===== src/rtl/sm_stim_gen.sv =====
// Stimulus sequencer: replays a loaded vector table onto i1/i2 one vector per clock
// and counts err/o1 responses from the FSM under test.
module sm_stim_gen #(
  parameter  int DEPTH = 16,
  parameter  int CNT_W = 8,
  localparam int AW    = $clog2(DEPTH)
) (
  input  logic             clk,
  input  logic             nrst,
  input  logic             wr_en,
  input  logic [AW-1:0]    wr_addr,
  input  logic [1:0]       wr_data,
  input  logic [AW:0]      len,
  input  logic             start,
  input  logic             o1,
  input  logic             o2,
  input  logic             err,
  output logic             i1,
  output logic             i2,
  output logic             busy,
  output logic             done,
  output logic [CNT_W-1:0] err_cnt,
  output logic [CNT_W-1:0] o1_cnt
);

  typedef enum logic [1:0] {IDLE, RUN, FLUSH, DONE} state_t;

  localparam logic [AW:0] DEPTH_L = (AW+1)'(DEPTH);

  state_t           state_reg, state_next;
  logic [1:0]       mem [DEPTH];
  logic [1:0]       vec_reg;
  logic [AW:0]      idx_reg, len_reg, len_eff;
  logic [CNT_W-1:0] err_cnt_reg, o1_cnt_reg;
  logic             accept, sampling;
  logic             unused_ok;

  // o2 is reserved; keep it on the port without feeding any logic
  assign unused_ok = ^{o2, 1'b0};

  assign len_eff  = (len > DEPTH_L) ? DEPTH_L : len;
  assign sampling = (state_reg == RUN) || (state_reg == FLUSH);
  assign busy     = sampling;
  assign done     = (state_reg == DONE);
  assign {i2, i1} = vec_reg;
  assign err_cnt  = err_cnt_reg;
  assign o1_cnt   = o1_cnt_reg;

  always_comb begin
    state_next = state_reg;
    accept     = 1'b0;
    case (state_reg)
      IDLE: begin
        if (start && (len_eff != '0)) begin
          accept     = 1'b1;
          state_next = RUN;
        end
      end
      RUN:     if (idx_reg == len_reg) state_next = FLUSH;
      FLUSH:   state_next = DONE;
      DONE:    state_next = IDLE;
      default: state_next = IDLE;
    endcase
  end

  // Table is not reset; a start in the same cycle as a write to entry 0 replays old data
  always_ff @(posedge clk) begin
    if (wr_en && !busy) mem[wr_addr] <= wr_data;
  end

  always_ff @(posedge clk or negedge nrst) begin
    if (!nrst) begin
      state_reg   <= IDLE;
      vec_reg     <= '0;
      idx_reg     <= '0;
      len_reg     <= '0;
      err_cnt_reg <= '0;
      o1_cnt_reg  <= '0;
    end else begin
      state_reg <= state_next;
      if (accept) begin
        vec_reg     <= mem[0];
        idx_reg     <= (AW+1)'(1);
        len_reg     <= len_eff;
        err_cnt_reg <= '0;
        o1_cnt_reg  <= '0;
      end else begin
        if ((state_reg == RUN) && (idx_reg < len_reg)) begin
          vec_reg <= mem[idx_reg[AW-1:0]];
          idx_reg <= idx_reg + 1'b1;
        end
        if (state_reg == FLUSH) vec_reg <= '0;
        // RUN and FLUSH edges each sample one response; counters saturate
        if (sampling) begin
          if (err && (err_cnt_reg != '1)) err_cnt_reg <= err_cnt_reg + 1'b1;
          if (o1 && (o1_cnt_reg != '1))   o1_cnt_reg  <= o1_cnt_reg + 1'b1;
        end
      end
    end
  end

endmodule


===== config.mk =====
export PLATFORM = sky130hd
export DESIGN_NAME = sm_stim_gen
export DESIGN_NICKNAME = d
export VERILOG_FILES = /design/src/rtl/sm_stim_gen.sv
export SDC_FILE = /design/constraint.sdc
export NUM_CORES = 1
export LEC_CHECK = 0
export CELL_PAD_IN_SITES_DETAIL_PLACEMENT = 0
export CELL_PAD_IN_SITES_GLOBAL_PLACEMENT = 1
export CORE_MARGIN = 2
export CORE_UTILIZATION = 30
export CTS_CLUSTER_SIZE = 16
export DETAILED_ROUTE_END_ITERATION = 10
export PLACE_DENSITY = 0.66
export SYNTH_ARGS = -nofsm -noshare
export SYNTH_HDL_FRONTEND = slang
export SYNTH_SLANG_ARGS = --single-unit

===== constraint.sdc =====
create_clock -name clk -period 6.2 [get_ports clk]
set_clock_uncertainty 0.05 [all_clocks]
set_input_delay 1.24 -clock clk [delete_from_list [all_inputs] [get_ports clk]]
set_output_delay 1.24 -clock clk [all_outputs]
set_load 0.1 [all_outputs]

Word level (Yosys, flattened, before mapping):

Memories as Yosys holds them, arrays and structs flattened.
Index checks and enable logic that the tools add are counted.

* bits of input ports: 18
* output and inout port bits: 20
* word-level logic and storage cells: 56
* bits in registers: 30
* memory bits (writable): 32
* memories kept: 1

* reduce and logical (&&, ||, !) cells: 17
* add/subtract/negate cells: 3
* multiplexer cells: 19
* equal/unequal tests: 8
* magnitude comparators: 2

Memory list
* mem: words 16, width 2, rd ports 2, clocked after Yosys merged registers in 0, wr ports 1, line 31 `logic [1:0] mem [DEPTH];`

Operator list (count)
* $mux W8: 6
* $add A8 B1 Y8 const B: 2
* $ne A8 B8 Y1 const B: 2
* $mux W5: 3
* $mux W2: 5
* $pmux W2 S4: 1
* $reduce_bool A2 Y1: 4
* $reduce_and A2 Y1: 3
* $add A5 B1 Y5 const B: 1
* $eq A5 B5 Y1: 1
* $gt A5 B5 Y1 const B: 1
* $logic_and A1 B1 Y1: 5
* $lt A5 B5 Y1: 1
* $reduce_bool A5 Y1: 1
* $eq A2 B2 Y1 const B: 2
* $mux W1: 4
* $ne A2 B2 Y1 const B: 2
* $reduce_bool A3 Y1: 1
* $eq A2 B1 Y1 const B: 1
* $logic_not A2 Y1: 1
* $logic_not A1 Y1: 1
* $logic_or A1 B1 Y1: 1

Depth between registers and ports, before layout:

Gate-level depths: netlist of the first run.

* depth in word-level cells: 8
* mapped depth: 9
* gate-level depth less buffers: 8

Least setup slack after synthesis of the first run:

Ideal clock, no wire load.

* path kind: register -> output
* from: register state_reg[0]
* to: output busy
* cell stages (with the launch flop): 3
* arrival: 1.341 ns
* path slack: 3.569 ns
* path buffers: 0
* required time: 4.910 ns
* cell sequence: dfrtp_1 inv_1 ha_1

* longest elaborated chain between the ends: 2
* elaborated cells on any way between the ends: 3
* those cells by class: eq/ne: 2; reduce/logical: 1

Ends and longest elaborated chain
* from (decl): line 30 `state_t state_reg, state_next;`
* from (signal assigned): line 80 `state_reg <= state_next;`
* $eq A2 B1 Y1 or $eq A2 B2 Y1 (tied branches): line 42 `assign sampling = (state_reg == RUN) || (state_reg == FLUSH);`
* $logic_or A1 B1 Y1 *: line 42
* to (decl): line 20 `output logic busy,`

Mark *: on every way between the ends. The rest lies on a longest branch, timed or not.

Worst setup path in the final report of the first run:

Same ends and word-level chain as after synthesis.

==> results of run 1 <==
-- cell type report --
type | count | area share
clock buffer | 11 | 0.0363
multi-input combinational | 158 | 0.323
sequential | 62 | 0.473
timing repair buffer | 38 | 0.104
inverter | 10 | 0.0104
tap | 133 | 0.0460
clock inverter | 5 | 0.00727
-- per-stage QoR --
step / total power [uW] / area [sq um] / std cells / hold WS, ps / utilization
floorplan: 1120 / 2970 / 236 / 391 / -
global placement: 1270 / 3460 / 401 / 419 / 0.357
detailed placement: 1280 / 3460 / 401 / 424 / 0.357
CTS: 1580 / 3620 / 417 / 452 / 0.373
global route: 1650 / 3620 / 417 / 468 / 0.373
finish: 1550 / 3620 / 417 / 450 / 0.373
-- worst max-delay path, cell delays in order, from the launching register on --
cell and delay [ps]:
dfrtp_1 400, inv_1 80, ha_1 460, clkdlybuf4s50_1 1190
-- cells in the final DEF, fill, tap and decap left out, drive strengths merged, types with 6 or more instances in the layout --
master / Yosys / routed
a21oi: 6 / 6
xnor2: 13 / 13
nor2: 39 / 39
nor3: 9 / 9
edfxtp: 32 / 32
mux4: 8 / 8
nand3: 9 / 9
o21ai: 12 / 12
nand2: 10 / 10
ha: 12 / 12
mux2i: 6 / 6
inv: 10 / 10
dfrtp: 30 / 30
clkdlybuf4s50: 0 / 36
clkbuf: 2 / 11
-- worst min-delay path by stage --
stage                   startpoint                endpoint  slack [ps]  cells after the start
6_report       mem[0][1]$_DFFE_PP_  vec_reg[1]$_DFFE_PN0P_         450                      2
5_1_grt        mem[0][1]$_DFFE_PP_  vec_reg[1]$_DFFE_PN0P_         470                      2
4_1_cts        mem[0][0]$_DFFE_PP_  vec_reg[0]$_DFFE_PN0P_         450                      2
3_5_place_dp   mem[0][1]$_DFFE_PP_  vec_reg[1]$_DFFE_PN0P_         420                      2
3_3_place_gp   mem[0][1]$_DFFE_PP_  vec_reg[1]$_DFFE_PN0P_         420                      2
2_1_floorplan  mem[0][0]$_DFFE_PP_  vec_reg[0]$_DFFE_PN0P_         390                      2
-- where the power goes --
part / switching [uW] / internal (uW) / leakage [uW]
clock: 147 / 142 / 0.0000805
combinational: 450 / 238 / 0.000599
sequential: 79.4 / 494 / 0.000685
total: 677 / 874 / 0.00136
-- Yosys cell counts (2+ instances only) --
master,count
nand2_1,10
buf_6,2
dfrtp_1,30
nor3_1,9
o31ai_1,2
nand4_1,4
xor2_1,4
ha_1,12
nor2_1,39
a21oi_1,6
edfxtp_1,32
mux4_1,7
nor2b_1,2
nand3b_1,4
or3_1,2
inv_1,10
nand3_1,9
mux2i_1,6
nand2b_1,3
o21ai_0,11
xnor2_1,13
-- cells by family after synthesis --
family	Yosys count	share of synthesized area
and+or+nand+nor	89	0.146
AOI/OAI and AO/OA	26	0.0561
buffers and inverters	16	0.0304
adders and majority gates	12	0.0506
xor gates and xnor gates	17	0.0502
DFF	62	0.577
muxes	14	0.0898
-- layer usage --
layer / vias up / share of wire / GRT usage
li1: 939 / - / -
met1: 927 / 0.49 / 0.160
met2: 34 / 0.47 / 0.175
met3: 8 / 0.029 / 0.0276
met4: 0 / 0.017 / 0.0486
met5: - / 0 / 0
==> results by group, run 1 <==
Yosys
  – Number of synthesized flops with an enable pin: 32
  – Mapped Area: 0.00297 sq mm
  – Syn_area_per_cell: 12.6 sq um
  – Syn_nets: 266
  – Post-Syn Instances: 236
  – Top cell type's share of synthesized area: 0.324
  – Async set-or-reset flop fraction in the synthesized netlist: 0.484
  – Top cells by area, synth: edfxtp_1, dfrtp_1, mux4_1, ha_1, nor2_1
  – Seq/Total Area, Yosys: 0.577
  – Post-synth top flop: edfxtp_1
  – Yosys Warn Count: 0
  – Area leader, netlist: edfxtp_1
  – Cell variety after synth: 40
  – Number of synthesized register bits: 62

STA
  – RSZ-0062 raised after global routing: false
  – Final min period: about 3800 ps
  – Fmax: 266 MHz
  – Setup WS post-layout: 2440 ps
  – Setup violators final: 0
  – Final worst-path cycle share: 0.606
  – Slew Limit Fails: 0
  – Post-Route Setup TNS: 0 ps
  – Final hold violation count: 0
  – Slew headroom: 0.347
  – Worst slew pin tran: about 980 ps

Clock network
  – Cts repair resizes: 0
  – Clock sink total: 62
  – CTS tree: yes
  – Setup bufs post-CTS: 0
  – Clk root buf: clkbuf_8
  – Clk Latency, worst-skew pair: 320 ps
  – CTS Hold Bufs: 0
  – H-tree levels: 3
  – Clk buf depth: 2
  – Clock transition at path regs: 70 ps
  – CTS Buf Count: 9

Setup path
  – Element type at the critical path end: output port
  – Worst R2R Path Depth: 5
  – Worst EP required: between 4000 and 5000 ps
  – Setup crit start: state_reg[0]$_DFFE_PN0P_
  – Crit-path max FO: 6
  – Type of origin of the critical path: flop
  – R2R Setup Slk: slightly below 4000 ps
  – Worst EP arrival: 2470 ps
  – Reg-to-reg critical path startpoint: state_reg[0]$_DFFE_PN0P_
  – Setup CP Type: flop to output port
  – FF-to-FF End: mem[1][1]$_DFFE_PP_
  – CP Capture Point: busy

Route
  – Via density: 4.58
  – TritonRoute pass-1 iters: 4
  – DRC Markers: 0
  – WL/cell: around 14 um
  – 1st-iter DRT viols: 41
  – Detailed Route WL: 5720 um
  – Number of routed nets with antenna violations: 0
  – Vias: 1908

GRT
  – Initial antenna violation count: 0
  – First-pass GRT wire length: 9350 um
  – Grt ovf: 0
  – Largest net degree at the start of global routing: 31
  – Total track usage: 0.116
  – Vias in the first global route: 1873

Placed design
  – Port bufs: 36
  – DP HPWL: just over 4000 um
  – GP Congestion: around 0.76
  – Pre-CTS WS: 2770 ps

Finish
  – Largest register FFs: 32
  – N_diodes: 0
  – Register Area: 0.00171 sq mm
  – Multi-input combinational cell area: 0.00117 sq mm
  – Area grow syn2layout: 21.9%
  – Fin nets: 309
  – Fillers: roughly 980
  – Share of cells above drive strength 1: 0.0775

Power
  – Leakage Power: 0.00136 uW
  – Worst vdd ir: 0.302 mV
  – Pwr Density: roughly 430 mW/mm^2

Die
  – Initial Utilization: 0.306
  – Std cell rows: 36
  – Die Y: around 100 um
  – Core ar.: 0.00968 sq mm
  – DIE WIDTH: 103 um
  – Num ports: 38
  – Die area: around 0.011 sq mm

Worst hold path
  – Worst Hold Class: flop to flop

Run
  – Max Cap Viol: 0

Run status
  – Outcome: complete, no violations
Power figures use the tool's default switching activity.
==> inputs of run 2 (changes only) <==
Settings changed: PLACE_DENSITY 0.66 to 0.68.
Clock period 6.2 ns to 3.4 ns, I/O delays scaled along.
==> run 2 against run 1 <==
  * Sequential power up 81%
  * First-iteration DRC count up 76%
  * Power is 87% higher
  * Clock power grew 110%
  * Non-clock buffer count stayed put
  * Hold slack worse by 20 ps
  * Critical endpoint unchanged
  * Largest cell class unchanged
==> results by group, run 2 (synthesis gave the netlist of run 1 again) <==
GRT
  – First-pass GRT wire length: about 9200 um
  – Total track usage: 0.114
  – Grt ovf: 0
  – Initial antenna violation count: 0
  – Largest net degree at the start of global routing: 31
  – Vias in the first global route: 1802

Finish
  – Fin nets: 309
  – Most frequent cells in the layout: nor2_1, edfxtp_1, dfrtp_1
  – Final Non-Filler Cells: ~420
  – Largest register FFs: 32
  – Share of cells above drive strength 1: 0.155
  – N_diodes: 0
  – Most common cell after layout, fill and taps aside: nor2_1
  – Area grow syn2layout: 21.7%

Die
  – Initial Utilization: 0.306
  – Std cell rows: 36
  – Die Y: 103 um
  – Die area: 0.0107 sq mm
  – DIE WIDTH: 103 um
  – Core ar.: ~0.0097 sq mm
  – Num ports: 38

Setup path
  – Type of origin of the critical path: flop
  – Worst EP required: between 2000 and 3000 ps
  – Critical path, cell by cell: inv_1 -> ha_1 -> buf_4
  – Crit path buf inv count: 2
  – Crit-path max FO: 6
  – Worst path max stage delay: ~450 ps
  – Element type at the critical path end: output port
  – Worst EP arrival: 1610 ps
  – Delay-heaviest family, CP: adder cells
  – Setup CP Type: flop to output port
  – Critical-path top delay cell: ha_1

Power
  – Switching pwr: roughly 1200 uW
  – Leakage Power: 0.00141 uW
  – Combinational share of power: 0.428
  – Total power: 2900 uW
  – Seq pwr share: 0.359
  – Clock power share: 0.213
  – Switching part of the total: 0.427
  – Pwr Density: 802 mW/mm^2
  – Worst vdd ir: 0.613 mV
  – Internal Power: 1660 uW

Route
  – Vias: 1853
  – Detailed Route WL: roughly 5600 um
  – DRC Markers: 0
  – WL/cell: 13.5 um
  – TritonRoute pass-1 iters: 4
  – Via density: about 4.4
  – 1st-iter DRT viols: 72
  – Number of routed nets with antenna violations: 0

Clock network
  – Clk buf depth: 2
  – CTS tree: yes
  – CTS Buf Count: 9
  – Clk Latency, worst-skew pair: 320 ps
  – Clock sink total: 62
  – Setup bufs post-CTS: 0
  – H-tree levels: 3
  – CTS Hold Bufs: 0
  – Cts repair resizes: 0
  – Clock transition at path regs: 70 ps
  – Clk root buf: clkbuf_8

STA
  – Slew Limit Fails: 0
  – Final hold violation count: 0
  – Final min period: 2340 ps
  – Post-Route Setup TNS: 0 ps
  – Setup violators final: 0
  – Slew headroom: 0.624
  – Fmax: 427 MHz
  – Final worst-path cycle share: 0.689
  – Worst slew pin tran: 565 ps
  – Hold slack: 430 ps
  – RSZ-0062 raised after global routing: false

Placed design
  – Port bufs: 36
  – DP HPWL: between 3000 and 4000 um
  – GP Congestion: 0.708
  – Placed insts: 401

Run status
  – Outcome: complete, no violations

Worst hold path
  – Worst Hold Class: flop to flop

Run
  – Max Cap Viol: 0
==> run 2: changes by cell type in the layout (fill, tap and decap cells not counted) <==
cell             change
clkinv_2             -1
bufinv_16            +1
clkinv_1             -1
buf_12               +1
clkbuf_1             -1
clkdlybuf4s50_1     -20
clkinvlp_4           +2
buf_4               +19
==> run 2: path summary, 6_finish.rpt <==
kind,from,to,slack [ps],cells after the start
worst min register to register,mem[0][1]$_DFFE_PP_,vec_reg[1]$_DFFE_PN0P_,430,2
worst max-delay path,state_reg[0]$_DFFE_PN0P_,busy,1060,3
min in group asynchronous,nrst,o1_cnt[2]$_DFFE_PN0P_,700,2
worst min-delay path,mem[0][1]$_DFFE_PP_,vec_reg[1]$_DFFE_PN0P_,430,2
max in group asynchronous,nrst,vec_reg[1]$_DFFE_PN0P_,2310,2
worst max register to register,state_reg[0]$_DFFE_PN0P_,mem[1][1]$_DFFE_PP_,1070,5
==> run 2: tightest hold or removal path, stage by stage, from the launching register on <==
cell,delay [ps]
edfxtp_1,340
nand2_1,50
o31ai_1,50
==> run 2: per-layer routing <==
metal / up-vias / global-route usage / wire, um
met5: - / 0 / 0
met4: 0 / 0.0486 / 80
li1: 945 / - / -
met3: 5 / 0.0242 / 111
met1: 886 / 0.152 / 2700
met2: 17 / 0.180 / 2720
==> run 2: power by group through the flow <==
stage	Sequential [uW]	Clock [uW]	Combinational [uW]
after global placement	1060	0	1250
after floorplan	1260	0	780
after global routing	1060	672	1360
after CTS	1040	637	1260
final	1040	617	1240
after detailed placement	1060	0	1260
==> run 2: stage by stage <==
step / instance area [sq um] / utilization / setup slack (ps)
floorplan: 2970 / - / 852
global placement: 3420 / 0.353 / 825
detailed placement: 3420 / 0.353 / 822
CTS: 3610 / 0.373 / 998
global route: 3610 / 0.373 / 914
finish: 3610 / 0.373 / 1060
==> run 2: final cells by class <==
type / instances / area [sq um]
clock buffers: 10 / 128
clock inverters: 6 / 62.6
fillers: 968 / 6070
inverters: 10 / 37.5
multi-input cells: 158 / 1170
flip-flops and latches: 62 / 1710
well taps: 133 / 166
repair buffers: 38 / 338
